File: src/rtl/muldiv_seq.sv
// muldiv_seq: multi-cycle E-stage multiply/divide unit (restoring radix-2 divider,
// MUL_STAGES-cycle multiplier) with stall request, flush cancel and valid pulse.
module muldiv_seq #(
    parameter int MUL_STAGES = 1
) (
    input  logic        clk,
    input  logic        resetn,
    input  logic [1:0]  opE,
    input  logic        signedE,
    input  logic [31:0] srcaE,
    input  logic [31:0] srcbE,
    input  logic        flush,
    output logic        stallE,
    output logic [31:0] hiE,
    output logic [31:0] loE,
    output logic        validE
);
    typedef enum logic [1:0] {IDLE, MUL, DIV, DONE} state_t;

    state_t      state_q, state_d;
    logic [5:0]  cnt_q, cnt_d;
    logic [31:0] a_q, a_d, b_q, b_d, rem_q, rem_d, quo_q, quo_d, hi_q, hi_d, lo_q, lo_d;
    logic        sgn_q, sgn_d, valid_q, valid_d;
    logic        start, last;
    logic [31:0] a_mag, b_mag, rem_nx, quo_nx;
    logic [32:0] part, diff;
    logic [63:0] prod;

    assign start  = state_q == IDLE && (opE == 2'b01 || opE == 2'b10) && !flush;
    assign stallE = resetn && !flush && (start || state_q == MUL || state_q == DIV);
    assign hiE    = hi_q;
    assign loE    = lo_q;
    assign validE = valid_q && !flush;
    assign last   = state_q == MUL ? cnt_q == 6'(MUL_STAGES - 1) : cnt_q == 6'd31;
    assign a_mag  = signedE && srcaE[31] ? -srcaE : srcaE;
    assign b_mag  = sgn_q && b_q[31] ? -b_q : b_q;
    // quo_q shifts the dividend out at the top while quotient bits enter at the bottom
    assign part   = {rem_q, quo_q[31]};
    assign diff   = part - {1'b0, b_mag};
    assign rem_nx = diff[32] ? part[31:0] : diff[31:0];
    assign quo_nx = {quo_q[30:0], !diff[32]};
    assign prod   = {{32{sgn_q & a_q[31]}}, a_q} * {{32{sgn_q & b_q[31]}}, b_q};

    always_comb begin
        state_d = state_q;
        cnt_d   = cnt_q;
        a_d     = a_q;
        b_d     = b_q;
        sgn_d   = sgn_q;
        rem_d   = rem_q;
        quo_d   = quo_q;
        hi_d    = hi_q;
        lo_d    = lo_q;
        valid_d = 1'b0;
        case (state_q)
            IDLE: if (start) begin
                state_d = opE == 2'b01 ? MUL : DIV;
                cnt_d   = '0;
                a_d     = srcaE;
                b_d     = srcbE;
                sgn_d   = signedE;
                rem_d   = '0;
                quo_d   = a_mag;
            end
            MUL: begin
                cnt_d = cnt_q + 6'd1;
                if (last) begin
                    state_d = DONE;
                    cnt_d   = '0;
                    valid_d = 1'b1;
                    hi_d    = prod[63:32];
                    lo_d    = prod[31:0];
                end
            end
            DIV: begin
                cnt_d = cnt_q + 6'd1;
                rem_d = rem_nx;
                quo_d = quo_nx;
                if (last) begin
                    state_d = DONE;
                    cnt_d   = '0;
                    valid_d = 1'b1;
                    hi_d    = b_q == '0 ? a_q : (sgn_q && a_q[31] ? -rem_nx : rem_nx);
                    lo_d    = b_q == '0 ? '1 : (sgn_q && (a_q[31] ^ b_q[31]) ? -quo_nx : quo_nx);
                end
            end
            default: state_d = IDLE;
        endcase
        if (flush) begin
            state_d = IDLE;
            cnt_d   = '0;
            valid_d = 1'b0;
            hi_d    = hi_q;
            lo_d    = lo_q;
        end
    end

    always_ff @(posedge clk or negedge resetn) begin
        if (!resetn) begin
            state_q <= IDLE;
            cnt_q   <= '0;
            a_q     <= '0;
            b_q     <= '0;
            sgn_q   <= 1'b0;
            rem_q   <= '0;
            quo_q   <= '0;
            hi_q    <= '0;
            lo_q    <= '0;
            valid_q <= 1'b0;
        end else begin
            state_q <= state_d;
            cnt_q   <= cnt_d;
            a_q     <= a_d;
            b_q     <= b_d;
            sgn_q   <= sgn_d;
            rem_q   <= rem_d;
            quo_q   <= quo_d;
            hi_q    <= hi_d;
            lo_q    <= lo_d;
            valid_q <= valid_d;
        end
    end
endmodule

File: config.mk
export PLATFORM = sky130hd
export DESIGN_NAME = muldiv_seq
export DESIGN_NICKNAME = d
export VERILOG_FILES = /design/src/rtl/muldiv_seq.sv
export SDC_FILE = /design/constraint.sdc
export NUM_CORES = 2
export LEC_CHECK = 0
export CAP_MARGIN = 25
export CELL_PAD_IN_SITES_DETAIL_PLACEMENT = 1
export CELL_PAD_IN_SITES_GLOBAL_PLACEMENT = 1
export CORE_MARGIN = 2
export CORE_UTILIZATION = 40
export CTS_CLUSTER_SIZE = 40
export DETAILED_ROUTE_END_ITERATION = 10
export MAX_ROUTING_LAYER = met4
export PLACE_DENSITY_LB_ADDON = 0.1
export SLEW_MARGIN = 20
export SYNTH_ARGS = -nofsm -noshare
export SYNTH_HDL_FRONTEND = slang
export SYNTH_SLANG_ARGS = --single-unit
File: constraint.sdc
create_clock -name clk -period 10.7 [get_ports clk]
set_clock_uncertainty 0.15 [all_clocks]
set_input_delay 3.21 -clock clk [delete_from_list [all_inputs] [get_ports clk]]
set_output_delay 3.21 -clock clk [all_outputs]
set_load 0.03 [all_outputs]
* Word level (Yosys, flattened, before mapping)
Cells that the tools add are included.
** Cells by class
- Multipliers :: 1
- Reductions and logical operators :: 26
- Bitwise logic cells :: 4
- Equal/unequal tests :: 10
- Muxes and demuxes :: 30
- $add $sub $neg :: 6
** Operators with widths (number)
- $mux W32 :: 13
- $pmux W32 S2 :: 4
- $neg A32 Y32 :: 4
- $mul A33 B33 Y64 :: 1
- $sub A33 B32 Y33 :: 1
- $logic_not A32 Y1 :: 1
- $mux W6 :: 3
- $pmux W6 S2 :: 1
- $logic_and A1 B1 Y1 :: 9
- $mux W2 :: 4
- $reduce_and A2 Y1 :: 4
- $add A6 B1 Y6 const B :: 1
- $eq A6 B5 Y1 const B :: 1
- $logic_not A6 Y1 :: 1
- $ne A2 B2 Y1 const B :: 3
- $eq A2 B1 Y1 const B :: 2
- $eq A2 B2 Y1 const B :: 2
- $mux W1 :: 4
- $pmux W2 S2 :: 1
- $reduce_and A4 Y1 :: 1
- $reduce_bool A2 Y1 :: 2
- $logic_or A1 B1 Y1 :: 3
- $ne A3 B1 Y1 const B :: 1
- $ne A3 B3 Y1 const B :: 1
- other kinds (7) :: 9
** Storage, ports and cells
- Register bits :: 202
- Logic and storage cells :: 87

* Logic depth before layout (Yosys ltp)
- Word-level depth :: 9
- Mapped depth :: 34
- Mapped depth without buffers :: 31

* Worst setup path before layout
OpenSTA, ideal clock, no wires.
- Kind :: register -> register
- Start point :: reg a_q[31]
- End point :: reg hi_q[29], in the netlist hiE[29]
- Buffers on the path :: 3
- Data arrival time :: 8.326 ns
- Cell stages (with the launch flop) :: 33
- Path slack :: 2.159 ns
- Library setup time :: 0.065 ns
- Cell sequence :: dfrtp_1 > and2_1 > clkbuf_1 > clkbuf_1 > buf_1 > nand2_1 > inv_1 > fa_1 > inv_1 > fa_1 > inv_1 > fa_1 > fa_1 > inv_1 > fa_1 > inv_1 > fa_1 > inv_1 > fa_1 > fa_1 > inv_1 > ha_1 > a21o_1 > a21o_1 > a21o_1 > nand2_1 > o21ai_0 > o21bai_1 > nor4_1 > o21bai_1 > a21oi_1 > mux2i_1 > o211a_1
** On the way
- Longest elaborated chain between the ends :: 5
- Elaborated cells on any way between the ends :: 8
** Ends and longest elaborated chain
- start, declared :: RTL line 22 : logic [31:0] a_q, a_d, b_q, b_d, rem_q, rem_d, quo_q, quo_d, hi_q, hi_d, lo_q, lo_d;
- start signal, assigned :: RTL line 102 : a_q <= '0;
- start signal, assigned :: RTL line 113 : a_q <= a_d;
- parallel branches: the longest is 4 deep, another holds $mul A33 B33 Y64
- $pmux W32 S2 * :: RTL line 55 : case (state_q)
- end signal, assigned :: RTL line 118 : hi_q <= hi_d;
- end, declared :: RTL line 22
Every way passes the cells marked *. The select of a mux whose other input is x is not followed.
A chain may end at the register's enable or synchronous reset.

* Worst setup path after layout
- Start point :: reg a_q[7]
- End point :: reg hi_q[28], in the netlist hiE[28]
** On the way
- Longest elaborated chain between the ends :: 3
** Ends and longest elaborated chain
- $mul A33 B33 Y64 :: RTL line 42 : assign prod = {{32{sgn_q & a_q[31]}}, a_q} * {{32{sgn_q & b_q[31]}}, b_q};
- $mux W32 :: RTL line 67 : if (last) begin
- $pmux W32 S2 :: RTL line 55
No other way between the ends. The select of a mux whose other input is x is not followed.

==> impl_metrics.ini <==
[yosys]
synth_top_flop_cell = dfrtp_1
synth.top_cell.area_share_pct = 43.6
syn_nets = 7288
seq_area_frac_synth_pct = 9.78
synth.most_common_cell = inv_1
synth_edf_count = 0
syn-instance-count = 5836
synth_common_cells = inv_1 (1161), fa_1 (1126), nand2_1 (926), and2_1 (363), clkbuf_1 (304)
async_reset_ff_share_pct = 100
yosysWarnings = 0
netlist_top_cells_area = fa_1 (44%), dfrtp_1 (9.8%), inv_1 (8.4%)
syn_avg_cell_area_um2 = 8.86
ys_types = 83
synth-seq-cells = 202
yosysTopAreaCell = fa_1
syn_area_um2 = 51700

[hold_path]
timing.hold.worst.class = reg -> reg
hold_start = loE[13]
worstHoldPathCells = 2

[floorplanning]
die_h_um = 364
start_util_pct = 40.4
dieArea_um2 = 132000
io_pins = 136
die_x_um = 364
core.rowCount = 131
core_um2 = 128000

[grt]
antenna_found_initial = 10
grt_start_max_net_pins = 139
grt_pass1_wl_mm = 282
gr-total-overflow = 0
grt_pass1_vias = 44486
grtUsageTotal_pct = 29.5

[route]
dr.pass1.iters = 5
drt_iter0_markers = 2477
drc = 0
wire_per_inst_um = 24.6
final_antenna_net_count = 0
drt-total-wl_mm = 184
vias = 39797
routed_via_density = 5.32

[cts]
cts_buffer_depth = 3
cts-resized-gates = 0
post-cts-setup-buffer-count = 0
tritoncts = yes
clk_pin_slew_worst_paths_ps = 60
root_buffer = clkbuf_16
clk-insertion-delay-late_ps = 620
htreeDepth = 1
clock_sinks = 202
cts_buffers = 27
hold_buffers = 0

[worst_setup_path]
cp-end-kind = register
cp_max_fo = 23
cpPeakStageDelay_ps = 1000
worstRegToRegCells = 28
crit_start = a_q[7]
path_class = reg -> reg
cp.arrival_ps = 10360
crit_top_cell = fa_1
slowest_stage = dfrtp_1
r2r-start = a_q[7]
critPathLaunchType = register
worstPathRequired_ps = 11000

[sta]
fmax_ghz = 0.0994
hold_viol = 0
min_period_over_period_pct = 94.0
rsz0062_at_grt = false
slew_headroom_pct = 26.3
tns_ps = 0
setup_viol = 0
holdWs_ps = 323
drv_slew = 0
worst_pin_slew_ps = 1110
min_period_ps = 10060

[final_layout]
area_growth_pct = 8.65
final_area_um2 = 56200
final_nets = 7239
final_cells = 7474
drive_above_1_share_pct = 5.25

[place]
placed_area_um2 = 55000
dp.cells = 7416
io_buffers = 135
dp_hpwl_mm = 151
gp_congestion = 0.916

[flow_run]
maxCapViolations = 0

[run_status]
status = finished, final reports clean
## registers in the layout, summed over array words and instances (netlist names)
signal,count
b_q,32
sgn_q,1
valid_q,1
rem_q,32
cnt_q,6
a_q,32
quo_q,32
hiE,32
loE,32
state_q,2
## area by class of cell
cell class	instances	area, um2
flip-flops and latches	202	5060
clock buffers	35	766
diodes	4	10.0
well taps	1662	2080
clock inverters	15	314
fillers	14892	71700
inverters	1163	4370
multi-input cells	4108	40900
repair buffers	285	2640
## cells by family (layout without fill, tap and decap cells)
family / Yosys count / after routing / synth area share (%)
AOI/OAI and AO/OA: 689 / 689 / 8.26
xor gates and xnor gates: 210 / 210 / 3.56
adders and majority gates: 1382 / 1382 / 49.8
buffers and inverters: 1526 / 1498 / 11.1
DFF: 202 / 202 / 9.78
muxes: 88 / 88 / 1.86
other: 0 / 4 / 0
and+or+nand+nor: 1739 / 1739 / 15.6
## layout by cell type, fill, tap and decap left out, types with 41 or more instances in the layout
cell	netlist	layout
a21o_1	44	44
dfrtp_1	202	197
mux2_2	66	66
nand2_1	926	925
a21oi_1	188	187
o21ai_0	204	204
buf_4	2	136
clkdlybuf4s50_1	0	134
nand3_1	43	43
ha_1	256	255
inv_1	1161	1161
xnor2_1	127	127
and2_1	363	362
nor3_1	41	41
xor2_1	83	83
fa_1	1126	1126
nor2_1	183	181
## routing by layer
layer  track usage, %  vias up  routed length, um
met1             36.7    21208              76200
met3             3.06      242               7250
met5                -        -                  0
li1                 -    17584                  -
met2             50.7      763              93400
met4             9.25        0               6890
## final timing paths
check	endpoint	slack, ps
max in group asynchronous	a_q[20]	6610
setup reg to reg	hiE[28]	640
hold / removal	loE[13]	320
hold reg to reg	loE[13]	320
min in group asynchronous	rem_q[31]	2460
setup / recovery	hiE[28]	640
## critical path: cells and delay by family (launching register included)
family	cells	cell delay, ps
flip-flops	1	1000
AO/OA/AOI/OAI	8	2720
buffers and inverters	5	730
XOR/XNOR	1	140
adder cells (fa/ha/maj)	9	4310
AND/OR/NAND/NOR	5	790
## through the flow
stage,util [%],setup slack [ps]
after global placement,43.0,791
after detailed placement,43.0,719
after CTS,43.9,667
after global routing,43.9,87.0
final,43.9,643
after floorplan,-,2160
Power is left out: the tool's default activity adds up to more than one toggle a clock period on the data nets, which glitch-free logic cannot reach.
